===== config.mk =====
export PLATFORM = sky130hd
export DESIGN_NAME = mem_responder_flat
export DESIGN_NICKNAME = d
export VERILOG_FILES = /design/src/rtl/mem_responder_if.sv /design/src/rtl/mem_responder.sv /design/src/flat_wrapper.sv
export SDC_FILE = /design/constraint.sdc
export NUM_CORES = 1
export LEC_CHECK = 0
export CORE_ASPECT_RATIO = 0.8
export CORE_MARGIN = 2
export CORE_UTILIZATION = 44
export CTS_CLUSTER_DIAMETER = 200
export CTS_CLUSTER_SIZE = 8
export DETAILED_ROUTE_END_ITERATION = 8
export PLACE_DENSITY = 0.8
export SYNTH_ARGS = -nofsm -noshare
export SYNTH_HDL_FRONTEND = slang
export SYNTH_SLANG_ARGS = --single-unit

===== constraint.sdc =====
create_clock -name clk -period 2.2 [get_ports clk]
set_clock_uncertainty 0.05 [all_clocks]
set_input_delay 0.66 -clock clk [delete_from_list [all_inputs] [get_ports clk]]
set_output_delay 0.66 -clock clk [all_outputs]
set_load 0.005 [all_outputs]

===== src/rtl/mem_responder_if.sv =====
// ---------------------------------------------------------------------------
// mem_responder_if
//   Bus bundle between a simple 16-bit core, the mem_responder and a
//   synchronous single-port RAM.
//
//   Core side   : req, we, addr[23:0], wdata[15:0]   (core -> responder)
//                 rdata[15:0], data_ready, busy, err  (responder -> core)
//   RAM side    : ram_en, ram_we, ram_addr, ram_din   (responder -> RAM)
//                 ram_dout                            (RAM -> responder)
//
//   Modports:
//     slave  - the responder.
//     master - everything around it: the core plus the RAM, which drives
//              ram_dout.
// ---------------------------------------------------------------------------
interface mem_responder_if #(
    parameter int unsigned RAM_AW = 14
);
    // core handshake
    logic              req;
    logic              we;
    logic [23:0]       addr;
    logic [15:0]       wdata;
    logic [15:0]       rdata;
    logic              data_ready;
    logic              busy;
    logic              err;

    // synchronous RAM port
    logic              ram_en;
    logic              ram_we;
    logic [RAM_AW-1:0] ram_addr;
    logic [15:0]       ram_din;
    logic [15:0]       ram_dout;

    modport slave (
        input  req, we, addr, wdata,
        output rdata, data_ready, busy, err,
        output ram_en, ram_we, ram_addr, ram_din,
        input  ram_dout
    );

    modport master (
        output req, we, addr, wdata,
        input  rdata, data_ready, busy, err,
        input  ram_en, ram_we, ram_addr, ram_din,
        output ram_dout
    );
endinterface


===== src/rtl/mem_responder.sv =====
// ---------------------------------------------------------------------------
// mem_responder
//   Single-outstanding memory responder for a 16-bit core. A request is
//   accepted only in IDLE, held in ACCESS for WAIT_STATES+1 cycles, and
//   completed with a one-cycle RESP (data_ready). The latched word address
//   decodes to:
//     RAM           addr <  2**RAM_AW   -> synchronous RAM port
//     IO            addr == IO_ADDR     -> 16-bit display register
//     out-of-range  anything else       -> writes dropped, reads return 0,
//                                          err pulses with data_ready
//
//   Ports:
//     clk      rising-edge clock
//     reset    synchronous, active-low
//     bus      mem_responder_if.slave (core handshake + RAM port)
//     display  display register contents (seven-segment mux)
//
//   Latency: request accepted in cycle 0 -> data_ready in cycle
//   WAIT_STATES+2; back-to-back period is WAIT_STATES+3 cycles.
// ---------------------------------------------------------------------------
module mem_responder #(
    parameter int unsigned WAIT_STATES = 1,            // 1..15
    parameter int unsigned RAM_AW      = 14,
    parameter logic [23:0] IO_ADDR     = 24'hFFFFFF
) (
    input  logic                  clk,
    input  logic                  reset,
    mem_responder_if.slave        bus,
    output logic [15:0]           display
);

    typedef enum logic [1:0] {
        IDLE   = 2'd0,
        ACCESS = 2'd1,
        RESP   = 2'd2
    } state_t;

    // One past the last RAM word; 25 bits so RAM_AW up to 24 still compares.
    localparam logic [24:0] RAM_LIMIT = 25'd1 << RAM_AW;
    localparam logic [3:0]  WAIT_INIT = 4'(WAIT_STATES);

    state_t      state, state_nxt;
    logic [3:0]  wait_cnt, wait_cnt_nxt;

    // request latched at accept
    logic        we_q;
    logic [23:0] addr_q;
    logic [15:0] wdata_q;

    logic [15:0] rdata_q;
    logic [15:0] display_q;

    logic        accept;      // IDLE -> ACCESS this cycle
    logic        finish;      // ACCESS -> RESP this cycle
    logic        is_ram;
    logic        is_io;
    logic        is_oor;
    logic        first_access;

    logic        busy_c;
    logic        data_ready_c;
    logic        err_c;
    logic        ram_en_c;
    logic        ram_we_c;

    // -----------------------------------------------------------------------
    // Address decode on the latched address. RAM wins if IO_ADDR were ever
    // configured inside the RAM window.
    // -----------------------------------------------------------------------
    always_comb begin
        is_ram = ({1'b0, addr_q} < RAM_LIMIT);
        is_io  = !is_ram && (addr_q == IO_ADDR);
        is_oor = !is_ram && !is_io;
    end

    // The counter only equals its load value in the first ACCESS cycle,
    // because it is decremented every cycle and WAIT_STATES >= 1.
    assign first_access = (wait_cnt == WAIT_INIT);

    // -----------------------------------------------------------------------
    // FSM: next state, counter and outputs
    // -----------------------------------------------------------------------
    always_comb begin
        state_nxt    = state;
        wait_cnt_nxt = wait_cnt;
        accept       = 1'b0;
        finish       = 1'b0;
        busy_c       = 1'b0;
        data_ready_c = 1'b0;
        err_c        = 1'b0;
        ram_en_c     = 1'b0;
        ram_we_c     = 1'b0;

        case (state)
            IDLE: begin
                if (bus.req) begin
                    state_nxt    = ACCESS;
                    wait_cnt_nxt = WAIT_INIT;
                    accept       = 1'b1;
                end
            end

            ACCESS: begin
                busy_c   = 1'b1;
                ram_en_c = is_ram;
                // a single write strobe is enough for a synchronous RAM
                ram_we_c = is_ram && we_q && first_access;
                if (wait_cnt == 4'd0) begin
                    state_nxt = RESP;
                    finish    = 1'b1;
                end else begin
                    wait_cnt_nxt = wait_cnt - 4'd1;
                end
            end

            RESP: begin
                busy_c       = 1'b1;
                data_ready_c = 1'b1;
                err_c        = is_oor;
                state_nxt    = IDLE;
            end

            default: begin
                state_nxt = IDLE;
            end
        endcase
    end

    // -----------------------------------------------------------------------
    // State and datapath registers
    // -----------------------------------------------------------------------
    always_ff @(posedge clk) begin
        if (!reset) begin
            state     <= IDLE;
            wait_cnt  <= 4'd0;
            we_q      <= 1'b0;
            addr_q    <= 24'd0;
            wdata_q   <= 16'd0;
            rdata_q   <= 16'd0;
            display_q <= 16'd0;
        end else begin
            state    <= state_nxt;
            wait_cnt <= wait_cnt_nxt;

            if (accept) begin
                we_q    <= bus.we;
                addr_q  <= bus.addr;
                wdata_q <= bus.wdata;
            end

            // All results land on the ACCESS->RESP edge. ram_dout is valid
            // here because ram_en has been high since the first ACCESS cycle
            // and ACCESS is at least two cycles long.
            if (finish) begin
                if (is_ram && !we_q) begin
                    rdata_q <= bus.ram_dout;
                end
                if (is_io) begin
                    if (we_q) begin
                        display_q <= wdata_q;
                    end else begin
                        rdata_q <= display_q;
                    end
                end
                if (is_oor && !we_q) begin
                    rdata_q <= 16'h0000;
                end
            end
        end
    end

    // -----------------------------------------------------------------------
    // Outputs
    // -----------------------------------------------------------------------
    assign bus.rdata      = rdata_q;
    assign bus.data_ready = data_ready_c;
    assign bus.busy       = busy_c;
    assign bus.err        = err_c;
    assign bus.ram_en     = ram_en_c;
    assign bus.ram_we     = ram_we_c;
    assign bus.ram_addr   = addr_q[RAM_AW-1:0];
    assign bus.ram_din    = wdata_q;
    assign display        = display_q;

endmodule


===== src/flat_wrapper.sv =====
// flat-port wrapper written by rule: the top's interface ports become plain ports
module mem_responder_flat 
#(
    parameter int unsigned WAIT_STATES = 1,                    
    parameter int unsigned RAM_AW      = 14,
    parameter logic [23:0] IO_ADDR     = 24'hFFFFFF
)
  (clk, reset, display, bus_req, bus_we, bus_addr, bus_wdata, bus_rdata, bus_data_ready, bus_busy, bus_err, bus_ram_en, bus_ram_we, bus_ram_addr, bus_ram_din, bus_ram_dout);
  mem_responder_if #(.RAM_AW(RAM_AW)) bus_i ();
  input  logic clk;
  input  logic reset;
  output logic [15:0] display;
  input wire logic [$bits(bus_i.req)-1:0] bus_req;
  input wire logic [$bits(bus_i.we)-1:0] bus_we;
  input wire logic [$bits(bus_i.addr)-1:0] bus_addr;
  input wire logic [$bits(bus_i.wdata)-1:0] bus_wdata;
  output wire logic [$bits(bus_i.rdata)-1:0] bus_rdata;
  output wire logic [$bits(bus_i.data_ready)-1:0] bus_data_ready;
  output wire logic [$bits(bus_i.busy)-1:0] bus_busy;
  output wire logic [$bits(bus_i.err)-1:0] bus_err;
  output wire logic [$bits(bus_i.ram_en)-1:0] bus_ram_en;
  output wire logic [$bits(bus_i.ram_we)-1:0] bus_ram_we;
  output wire logic [$bits(bus_i.ram_addr)-1:0] bus_ram_addr;
  output wire logic [$bits(bus_i.ram_din)-1:0] bus_ram_din;
  input wire logic [$bits(bus_i.ram_dout)-1:0] bus_ram_dout;
  assign bus_i.req = bus_req;
  assign bus_i.we = bus_we;
  assign bus_i.addr = bus_addr;
  assign bus_i.wdata = bus_wdata;
  assign bus_rdata = bus_i.rdata;
  assign bus_data_ready = bus_i.data_ready;
  assign bus_busy = bus_i.busy;
  assign bus_err = bus_i.err;
  assign bus_ram_en = bus_i.ram_en;
  assign bus_ram_we = bus_i.ram_we;
  assign bus_ram_addr = bus_i.ram_addr;
  assign bus_ram_din = bus_i.ram_din;
  assign bus_i.ram_dout = bus_ram_dout;
  mem_responder #(.WAIT_STATES(WAIT_STATES), .RAM_AW(RAM_AW), .IO_ADDR(IO_ADDR)) u_core (.clk(clk), .reset(reset), .bus(bus_i), .display(display));
endmodule

==> results of run 1 <==
## cell usage in the layout, fill, tap and decap left out, drive strengths merged
cell and instances:
ha 5, o22a 1, nor3b 1, nand3b 1
clkbuf 10, nand4 22, nor2 6, or4 1
mux2i 1, o211a 1, nor4 3, and4bb 1
o21ai 36, nand3 2, bufinv 2, dfxtp 79
xnor2 2, o31a 1, inv 7, a21oi 62
o32ai 16, clkdlybuf4s50 121, dlygate4sd2 1, nor3 4
buf 35, or3 1, dlymetal6s2s 1, nor2b 2
and4 3, nand2 104, and2 3, clkinvlp 2
or3b 1, clkinv 1, o21a 1, a211oi 1
## layout make-up
cell class,count,share of cell area
clock inverters,6,0.01824
repair buffers,158,0.3032
well taps,105,0.02588
clock buffers,10,0.02711
inverters,6,0.004437
flip-flops and latches,79,0.3138
multi-input cells,282,0.3074
## power by group through the flow
| stage | logic [mW] | clock network (mW) | registers [mW] |
|---|---|---|---|
| floorplan | 0.848 | 0 | 1.80 |
| global placement | 1.49 | 0 | 1.82 |
| detailed placement | 1.54 | 0 | 1.84 |
| CTS | 1.63 | 1.23 | 1.83 |
| global route | 1.81 | 1.29 | 1.86 |
| finish | 1.67 | 1.22 | 1.84 |
## cells by family after synthesis
| family | count (synthesis) | synth area share |
|---|---|---|
| muxes | 1 | 0.002996 |
| adders and majority gates | 5 | 0.01873 |
| xor gates and xnor gates | 2 | 0.005244 |
| DFF | 79 | 0.4734 |
| buffers and inverters | 53 | 0.08202 |
| AOI/OAI and AO/OA | 119 | 0.2041 |
| and+or+nand+nor | 155 | 0.2135 |
## sequential cells by signal, summed over array words and instances, names as in the netlist
register	count
u_core.addr_q	24
u_core.bus.ram_din	16
u_core.display	16
u_core.bus.rdata	16
u_core.we_q	1
u_core.wait_cnt	4
u_core.state	2
## worst reg2reg max path: cells and delay by family, from the launching register on
kind	cells	cell delay, ns
and+or+nand+nor	2	0.76
DFF	1	0.37
buffers and inverters	2	0.37
AOI/OAI and AO/OA	2	0.49
## worst min path at each step
stage               slack [ns]                    to  cells past startpoint                  from
finish                    0.40   u_core.bus.rdata[9]                      2   u_core.bus.rdata[9]
global route              0.42  u_core.bus.rdata[14]                      2  u_core.bus.rdata[14]
CTS                       0.41   u_core.bus.rdata[9]                      2   u_core.bus.rdata[9]
detailed placement        0.40   u_core.bus.rdata[9]                      2   u_core.bus.rdata[9]
global placement          0.39  u_core.bus.rdata[10]                      2  u_core.bus.rdata[10]
floorplan                 0.39  u_core.bus.rdata[14]                      2  u_core.bus.rdata[14]
## through the flow
step	hold slack (ns)	setup slack, ns
CTS	0.4069	-0.1548
global placement	0.3879	-0.1649
floorplan	0.3923	0.1642
detailed placement	0.3990	-0.2320
finish	0.4032	-0.1967
global route	0.4199	-0.2614
## repair_timing
action | CTS | global route
endpoints found under the setup margin | 5 | 4
buffers inserted | 3 | 1
gates resized for setup | 32 | 9
pin swaps | 6 | 6
## per-layer routing
metal,global-route usage,wire [um]
met1,0.3214,4512
met2,0.4497,5217
met3,0.07660,852
met4,0.07027,218
met5,0,0
==> impl_results.md, run 1 <==
- Final setup vio count: 3
- Area of the multi-input gates: 1560 um2
- Routability congestion estimate from global placement: 0.9209
- RR Endpoint: u_core.bus.rdata[4]
- F_max: 417.2 MHz
- TritonCTS sink count: 79
- Vias in the first global route: 3339
- Initial Utilization: 0.4519
- Arr. time, crit path: 1.69 ns
- Max-capacitance violation count: 0
- Final core utilization: 0.6867
- CTS Buf Count: 9
- Share of post-route cells with drive strength above 1: 0.1349
- Max_slew headroom: 0.6092
- Clk buf depth: 2
- Ys async rst share: 0
- Maximum single-stage delay on the critical path: 0.39 ns
- Yosys warning count: 0
- Hold/Removal Path Class: reg -> reg
- Register area: 1593 um2
- Internal power contribution: 3.157 mW
- Post-route clock period utilization: 1.089
- Std-Cell Rows: 28
- Proportion of power drawn by flip-flops and latches: 0.389
- Areal power density over the cells: 930.1 nW/um2
- Worst setup path class: reg -> out
- Total congestion overflow after global routing: 0
- Iteration-0 DRC count of the detailed router: 212
- Synth Instances: 414
- Clock tree from TritonCTS: yes
- Biggest area consumer among synthesized cells: sky130_fd_sc_hd__dfxtp_1
- Top-level port count: 127
- Top cell type's share of synthesized area: 0.4734
- Die boundary height: 81.94 um
- CTS root buf: sky130_fd_sc_hd__clkbuf_8
- Most common cell in the synthesized netlist: sky130_fd_sc_hd__nand2_1
- Buffering stage count on the worst path with inverters included: 2
- Crit. End Element: output port
- Mean routed wirelength per cell: 16.72 um
- Final Worst Setup Slack: -0.1967 ns
- Post-synth top flop: sky130_fd_sc_hd__dfxtp_1
- Slowest cell on the critical path: sky130_fd_sc_hd__nor4_4
- VDD IR-drop max: 0.4221 mV
- # port buffers: 126
- Net switching power: 1.564 mW
- Hold Violations, Final: 0
- Number of nets in the layout: 601
- Pin count of the biggest net entering global routing: 45
- Cell family contributing the most delay on the critical path: simple AND/OR/NAND/NOR gates
- Static Leak: 1.860 nW
- DRT Pass-1 Iters: 6
- Horizontal die dimension: 101.4 um
- Filler Cells Inserted: 561
- CP Cell Sequence: buf_4 > nand4_1 > nor4_4 > a21oi_2 > buf_2
- Largest driver fanout on the critical path: 2
- Violated checks: setup timing
- Most frequent cells after synthesis: sky130_fd_sc_hd__nand2_1 (104), sky130_fd_sc_hd__dfxtp_1 (79), sky130_fd_sc_hd__a21oi_1 (62), sky130_fd_sc_hd__o21ai_0 (26), sky130_fd_sc_hd__nand4_1 (22)
- Number of different library cells in the post-synthesis netlist: 37
- Floorplan core area: 7392 um2
- R2R Setup Slk: 0.10 ns
- Mapped cell area: 3341 um2
- Clock period minus worst slack: 2.397 ns
- Initial antenna violation count: 0
- First-pass GRT wire length: 16620 um
- Aggregate negative setup slack: -0.5071 ns
- Final design instance area without fill: 5076 um2
- Average cell area after synthesis: 8.069 um2
- Post-synthesis sequential area ratio: 0.4734
- Power consumption: 4.721 mW
- Unrepaired setup endpoints after global routing: true
- Startpoint of the most critical setup path: u_core.addr_q[16]
- Transition time at the pin with the least slew margin: 0.5848 ns
- Endpoint of the worst setup timing path: bus_err
- Relative contribution of combinational cells to total power: 0.353
- Final HPWL from detailed placement: 7472 um
- Number of nets with antenna violations after detailed routing: 0
- Insertion delay to the later sink of the worst-skew pair: 0.36 ns
- Placed standard-cell area: 4737 um2
- Flip-flop and latch count after synthesis: 79
- Signed area change from the synthesized netlist to the final layout: 51.95%
- Count of final max-slew check failures: 0
- DR vias: 3513
- Count of placed standard cells including taps: 627
- Clock transition at the registers of the reported paths: 0.08 ns
- CTS H-Tree Depth: 3
- Startpoint of the worst-slack reg-to-reg timing path: u_core.addr_q[16]
- Count of flip-flops with a built-in enable after synthesis: 0
- Result of the run: complete, but fails checks
- Antenna fix cells: 0
- Die area: 8310 um2
- Total nets after synthesis: 479
- Number of buffers inserted by hold repair at cts: 0
- Final standard cell count with taps included and fillers excluded: 646
- Total Wirelength: 10800 um
- Average via count per standard cell: 5.438
- Top cells by area in the synthesized netlist: sky130_fd_sc_hd__dfxtp_1 (47%), sky130_fd_sc_hd__nand2_1 (12%), sky130_fd_sc_hd__a21oi_1 (9.3%)
- Register-to-Register Path Depth: 6
- Total track usage: 0.2613
- Critical path launch point type: flop
- Number of remaining DRC errors: 0
- Clock network fraction of total power: 0.258
- Net Sw Frac: 0.3313
- Worst Path Required: 1.49 ns
- Stages on worst setup path: 5
Note: power is estimated with default switching activity, not from simulation.
==> run 2, diff against run 1 <==
--- a/config.mk
+++ b/config.mk
@@ -5,13 +5,16 @@
 export SDC_FILE = /design/constraint.sdc
 export NUM_CORES = 1
 export LEC_CHECK = 0
+export ABC_AREA = 1
 export CORE_ASPECT_RATIO = 0.8
 export CORE_MARGIN = 2
-export CORE_UTILIZATION = 44
+export CORE_UTILIZATION = 46
 export CTS_CLUSTER_DIAMETER = 200
 export CTS_CLUSTER_SIZE = 8
 export DETAILED_ROUTE_END_ITERATION = 8
+export GPL_TIMING_DRIVEN = 0
 export PLACE_DENSITY = 0.8
+export SKIP_CTS_REPAIR_TIMING = 1
 export SYNTH_ARGS = -nofsm -noshare
 export SYNTH_HDL_FRONTEND = slang
 export SYNTH_SLANG_ARGS = --single-unit
==> run 2 against run 1 <==
Compared with the run above: the flow now finishes without violations; die area increased by 11%; register-to-register slack gained 0.11 ns; utilization is 1.7 points lower; clock power is 9% lower; sequential power shrank 11%; total power decreased by 22%; critical path type unchanged; first-iteration DRC count is 43% higher; sequential share of layout area shrank 2.8 points; critical endpoint is now bus_ram_we; synthesized cell count is 38% higher.
==> impl_results.md, run 2 <==
- Total track usage: 0.2619 (+0.0005921)
- Die area: 9235 um2 (+11%)
- Final core utilization: 0.6698 (-0.01689)
- Final HPWL from detailed placement: 8990 um (+20%)
- Clock period minus worst slack: 2.162 ns (-0.2346 ns)
- Vias in the first global route: 3970 (+19%)
- First-pass GRT wire length: 19110 um (+15%)
- Worst hold slack: 0.4182 ns (+0.01498 ns)
- Antenna fix cells: 0 (unchanged)
- Most frequent cells after synthesis: sky130_fd_sc_hd__nand2_1 (120), sky130_fd_sc_hd__nor2_1 (116), sky130_fd_sc_hd__dfxtp_1 (79), sky130_fd_sc_hd__o21ai_0 (77), sky130_fd_sc_hd__inv_1 (45)
- Largest driver fanout on the critical path: 3 (+1)
- Pin count of the biggest net entering global routing: 16 (-64%)
- Number of remaining DRC errors: 0 (unchanged)
- Max-capacitance violation count: 0 (unchanged)
- Initial antenna violation count: 0 (unchanged)
- Largest reg by FF count: u_core.addr_q
- Critical path launch point type: flop
- Aggregate negative setup slack: 0 ns (+0.5071 ns)
- Count of final max-slew check failures: 0 (unchanged)
- Final Worst Setup Slack: 0.03790 ns (+0.2346 ns)
- Max_slew headroom: 0.4784 (-0.1308)
- Max FFs per register: 24 (unchanged)
- Flip-flop and latch count after synthesis: 79 (unchanged)
- Total nets after synthesis: 636 (+33%)
- Static Leak: 2.408 nW (+30%)
- Final setup vio count: 0 (-3)
- Number of nets with antenna violations after detailed routing: 0 (unchanged)
- CTS H-Tree Depth: 3 (unchanged)
- Initial Utilization: 0.4659 (+0.01399)
- Power consumption: 3.660 mW (-22%)
- Horizontal die dimension: 106.9 um (+5.4%)
- Average via count per standard cell: 5.176 (-4.8%)
- Most common cell in the synthesized netlist: sky130_fd_sc_hd__nand2_1
- Die boundary height: 86.36 um (+5.4%)
- Clk buf depth: 2 (unchanged)
- Most frequent standard cell in the layout excluding fill and tap cells: sky130_fd_sc_hd__clkdlybuf4s50_1
- Arr. time, crit path: 1.45 ns (-0.24 ns)
- Floorplan core area: 8371 um2 (+13%)
- Areal power density over the cells: 652.9 nW/um2 (-30%)
- Number of nets in the layout: 779 (+30%)
- Clock transition at the registers of the reported paths: 0.08 ns (about the same)
- Post-synth top flop: sky130_fd_sc_hd__dfxtp_1
- Worst slack after detailed placement: -0.1722 ns (+0.05985 ns)
- DR vias: 4301 (+22%)
- Unrepaired setup endpoints after global routing: true
- Commonest non-fill, non-tap cells in the layout: sky130_fd_sc_hd__clkdlybuf4s50_1 (121), sky130_fd_sc_hd__nand2_1 (117), sky130_fd_sc_hd__nor2_1 (115), sky130_fd_sc_hd__o21ai_0 (77), sky130_fd_sc_hd__dfxtp_1 (64)
- Share of post-route cells with drive strength above 1: 0.1391 (+0.004147)
- Top-level port count: 127 (unchanged)
- Post-route clock period utilization: 0.9828 (-0.1066)
- DRT Pass-1 Iters: 6 (unchanged)
- Synth Instances: 571 (+38%)
- Iteration-0 DRC count of the detailed router: 304 (+43%)
- Post-synthesis sequential area ratio: 0.4055 (-0.06789)
- CTS Buf Count: 9 (unchanged)
- TritonCTS sink count: 79 (unchanged)
- Worst setup path class: reg -> out
- Filler Cells Inserted: 702 (+25%)
- Worst Path Required: 1.49 ns (about the same)
- Ys async rst share: 0 (unchanged)
- CTS root buf: sky130_fd_sc_hd__clkbuf_8
- Total Wirelength: 12010 um (+11%)
- Insertion delay to the later sink of the worst-skew pair: 0.36 ns (about the same)
- Mapped cell area: 3900 um2 (+17%)
- Count of placed standard cells including taps: 809 (+29%)
- Clock tree from TritonCTS: yes
- Register area: 1603 um2 (+0.63%)
- Total congestion overflow after global routing: 0 (unchanged)
- Yosys warning count: 0 (unchanged)
- Std-Cell Rows: 30 (+7.1%)
- Count of flip-flops with a built-in enable after synthesis: 0 (unchanged)
- Final standard cell count with taps included and fillers excluded: 831 (+29%)
- Number of different library cells in the post-synthesis netlist: 29 (-22%)
- Result of the run: complete, no violations
- Hold Violations, Final: 0 (unchanged)
- # port buffers: 126 (unchanged)
- Routability congestion estimate from global placement: 0.9699 (+5.3%)
- Signed area change from the synthesized netlist to the final layout: 43.76%
- Mean routed wirelength per cell: 14.46 um (-14%)
- Biggest area consumer among synthesized cells: sky130_fd_sc_hd__dfxtp_1
- Transition time at the pin with the least slew margin: 0.7824 ns (+0.1976 ns)
- Top cell type's share of synthesized area: 0.4055 (-0.06789)
- Area of the multi-input gates: 1918 um2 (+23%)
- VDD IR-drop max: 0.2919 mV (-31%)
- Placed standard-cell area: 5301 um2 (+12%)
- Crit. End Element: output port
- Average cell area after synthesis: 6.830 um2 (-15%)
- F_max: 462.5 MHz (+11%)
- Final design instance area without fill: 5607 um2 (+10%)
- Hold/Removal Path Class: reg -> reg
- Top cells by area in the synthesized netlist: sky130_fd_sc_hd__dfxtp_1 (41%), sky130_fd_sc_hd__nand2_1 (12%), sky130_fd_sc_hd__nor2_1 (11%)
[run 2: cell count changes after synthesis, sizes merged, moves of 3 or more]
cell / delta
nor3: -3
nand2: +22
nor2: +114
and2: -3
clkbuf: -6
nor4: -3
o32ai: -16
and4: -3
nand3: +16
a21oi: -38
inv: +46
o21ai: +41
[run 2: layout make-up]
| class | instances | share of cell area |
|---|---|---|
| plain buffers | 43 | 0.04307 |
| clock buffers | 9 | 0.02209 |
| clock inverters | 7 | 0.01384 |
| inverters | 53 | 0.03548 |
| multi-input cells | 396 | 0.3421 |
| flip-flops and latches | 79 | 0.2859 |
| well taps | 112 | 0.02499 |
| repair buffers | 132 | 0.2325 |
[run 2: per-layer routing]
metal,global-route usage,wire (um),vias up
met2,0.4337,5720,191
met5,0,0,-
met3,0.05564,888,22
met1,0.3489,5188,1994
met4,0.07202,216,0
li1,-,-,2094
[run 2: critical path, cell delays in order (launching register included)]
cell and delay (ns):
sky130_fd_sc_hd__dfxtp_1 0.35, sky130_fd_sc_hd__or2_4 0.29, sky130_fd_sc_hd__nor2_8 0.12, sky130_fd_sc_hd__nand2_4 0.08, sky130_fd_sc_hd__nor3_2 0.12, sky130_fd_sc_hd__dlymetal6s2s_1 0.15
[run 2: power by group]
part	internal, mW	total, mW	leakage [nW]	switching, mW
logic	0.438	0.925	1.66	0.486
clock network	0.536	1.11	0.101	0.570
registers	1.54	1.63	0.652	0.0901
total	2.51	3.66	2.41	1.15
[run 2: cells by family after synthesis]
kind of cell,synth area share
and+or+nand+nor,0.3205
adders and majority gates,0.01604
AOI/OAI and AO/OA,0.1428
DFF,0.4055
xor gates and xnor gates,0.002246
buffers and inverters,0.1129
[run 2: worst paths after layout]
| kind | from | to | slack (ns) | cells after the start |
|---|---|---|---|---|
| setup reg to reg | u_core.wait_cnt[1] | u_core.display[3] | 0.21 | 10 |
| setup / recovery | u_core.addr_q[23] | bus_ram_we | 0.04 | 5 |
| hold reg to reg | u_core.addr_q[21] | u_core.addr_q[21] | 0.42 | 2 |
| hold / removal | u_core.addr_q[21] | u_core.addr_q[21] | 0.42 | 2 |
==> variant (flow settings as in run 1) <==
Re-encode `state_t` (3 states) as one-hot, 3 bits wide.
--- a/src/rtl/mem_responder.sv
+++ b/src/rtl/mem_responder.sv
@@ -29,10 +29,10 @@
     output logic [15:0]           display
 );
 
-    typedef enum logic [1:0] {
-        IDLE   = 2'd0,
-        ACCESS = 2'd1,
-        RESP   = 2'd2
+    typedef enum logic [2:0] {
+        IDLE   = 3'b001,
+        ACCESS = 3'b010,
+        RESP   = 3'b100
     } state_t;
 
     // One past the last RAM word; 25 bits so RAM_AW up to 24 still compares.
Check against the original RTL: same outputs for any inputs over 10 cycles, from zero or initial values and one cycle with reset low; not proved beyond that.
==> variant against run 1 <==
The run still ends with negative setup slack left. Worst setup slack better by 3.5 ps. Sequential cell count up 1. Non-clock buffer count stayed put. Utilization down 0.35 points. Global-route usage fell by 3.1 points. Design area shrank 1.9%. Area after synthesis is 2.4% lower. Wire length fell by 14%. Critical path type unchanged.
Power is not compared: it rests on default switching activity, and its combinational part moved more than twofold at a synthesized area within 25%.
==> variant: results (changes against run 1) <==
\begin{tabular}{lr}
\hline
Metric & Value \\
\hline
\multicolumn{2}{l}{\textbf{Run status}} \\
Failing checks & negative setup slack \\
Run status & finished, violations left \\
\multicolumn{2}{l}{\textbf{Timing}} \\
Final setup viols & 3 (unchanged) \\
Worst path setup slack after routing & -193.1 ps (+3.540 ps) \\
Slew at the pin closest to its max-slew limit & 489.3 ps (-95.51 ps) \\
\multicolumn{2}{l}{\textbf{Detailed routing}} \\
Total iterations of the first detailed-routing run & 5 (-1) \\
Number of vias in the routed layout & 3244 (-7.7\%) \\
Post-Route WL & 9268 um (-14\%) \\
Number of design-rule violations left by the first detailed-router iteration & 177 (-17\%) \\
\multicolumn{2}{l}{\textbf{Global routing}} \\
Wire length of the first global-routing pass & 14500 um (-13\%) \\
Total track usage & 0.2306 (-0.03067) \\
Vias in the first global route & 3023 (-9.5\%) \\
\multicolumn{2}{l}{\textbf{Synth}} \\
Mux share of post-synthesis cell area & 0.04910 (+0.04610) \\
Compound-gate portion of the synthesized area & 0.1477 (-0.05644) \\
Share of synthesized cell area in full adder, half adder and majority cells & 0.007672 (-0.01105) \\
Post-synthesis cell type count & 34 (-8.1\%) \\
Xor and xnor area share after synthesis & 0.002685 (-0.002558) \\
\multicolumn{2}{l}{\textbf{Worst setup path}} \\
Startpoint of the worst register-to-register path & u\_core.addr\_q[20]\$\_SDFFE\_PN0P\_ \\
Crit-path slowest cell & sky130\_fd\_sc\_hd\_\_dfxtp\_2 \\
Endpoint of the lowest-slack register-to-register path & u\_core.display[6]\$\_SDFFE\_PN0P\_ \\
Register-to-register path setup slack & 130 ps (+30 ps) \\
Max incr delay on CP & 330 ps (-60 ps) \\
\multicolumn{2}{l}{\textbf{Layout}} \\
Nets & 590 (-1.8\%) \\
Layout cells sized above 1 & 0.1482 (+0.01328) \\
\multicolumn{2}{l}{\textbf{Worst hold path}} \\
Min-Delay Endpoint & u\_core.bus.rdata[15]\$\_SDFFE\_PN0P\_ \\
\multicolumn{2}{l}{\textbf{Place}} \\
Cell area after placement & 0.004713 mm2 (-0.50\%) \\
Setup slack after placement & -253.7 ps (-21.67 ps) \\
Final HPWL DP & 6877 um (-8.0\%) \\
\hline
\end{tabular}
## variant: changes by cell type in the layout (fill, tap and decap cells not counted), sizes merged, moves of 3 or more
cell,before,now
a21oi,62,44
and2,3,0
ha,5,2
mux2i,1,16
nand2,104,140
nand4,22,5
o21ai,36,17
## variant: how the worst max path moves through the flow
stage,startpoint,cells past startpoint,to
final,u_core.addr_q[19]$_SDFFE_PN0P_,6,bus_ram_we
after global placement,u_core.addr_q[15]$_SDFFE_PN0P_,5,bus_err
after global routing,u_core.addr_q[19]$_SDFFE_PN0P_,6,bus_ram_we
after detailed placement,u_core.addr_q[23]$_SDFFE_PN0P_,5,bus_ram_we
after CTS,u_core.addr_q[16]$_SDFFE_PN0P_,6,bus_ram_we
after floorplan,u_core.addr_q[19]$_SDFFE_PN0P_,6,bus_err
## variant: area by class of cell
| type | instances | area [um2] |
|---|---|---|
| Fill cell | 570 | 2308 |
| Sequential cell | 80 | 1619 |
| Timing Repair Buffer | 158 | 1569 |
| Clock buffer | 9 | 123.9 |
| Tap cell | 90 | 112.6 |
| Inverter | 4 | 15.01 |
| Clock inverter | 7 | 52.55 |
| Multi-Input combinational cell | 275 | 1486 |
## variant: metrics by stage
stage,setup TNS (ps),cells
2_1_floorplan,0,397
3_3_place_gp,-1927,604
3_5_place_dp,-2219,604
4_1_cts,-590.2,621
5_1_grt,-750.2,623
6_report,-545.9,623
## variant: what timing repair did
| action | in CTS | in global routing |
|---|---|---|
| setup endpoints to repair | 5 | 4 |
| buffers inserted | 1 | 2 |
| resized for setup | 41 | 6 |
| hold buffers | 0 | 0 |
| pin swaps | 5 | 5 |
## variant: metal layers
layer  share of wire  GRT usage  up-vias
li1                -          -     1606
met1            0.45     0.3109     1526
met2            0.48     0.3705      101
met3           0.059    0.05508       11
met4           0.013    0.06849        0
met5               0          0        -
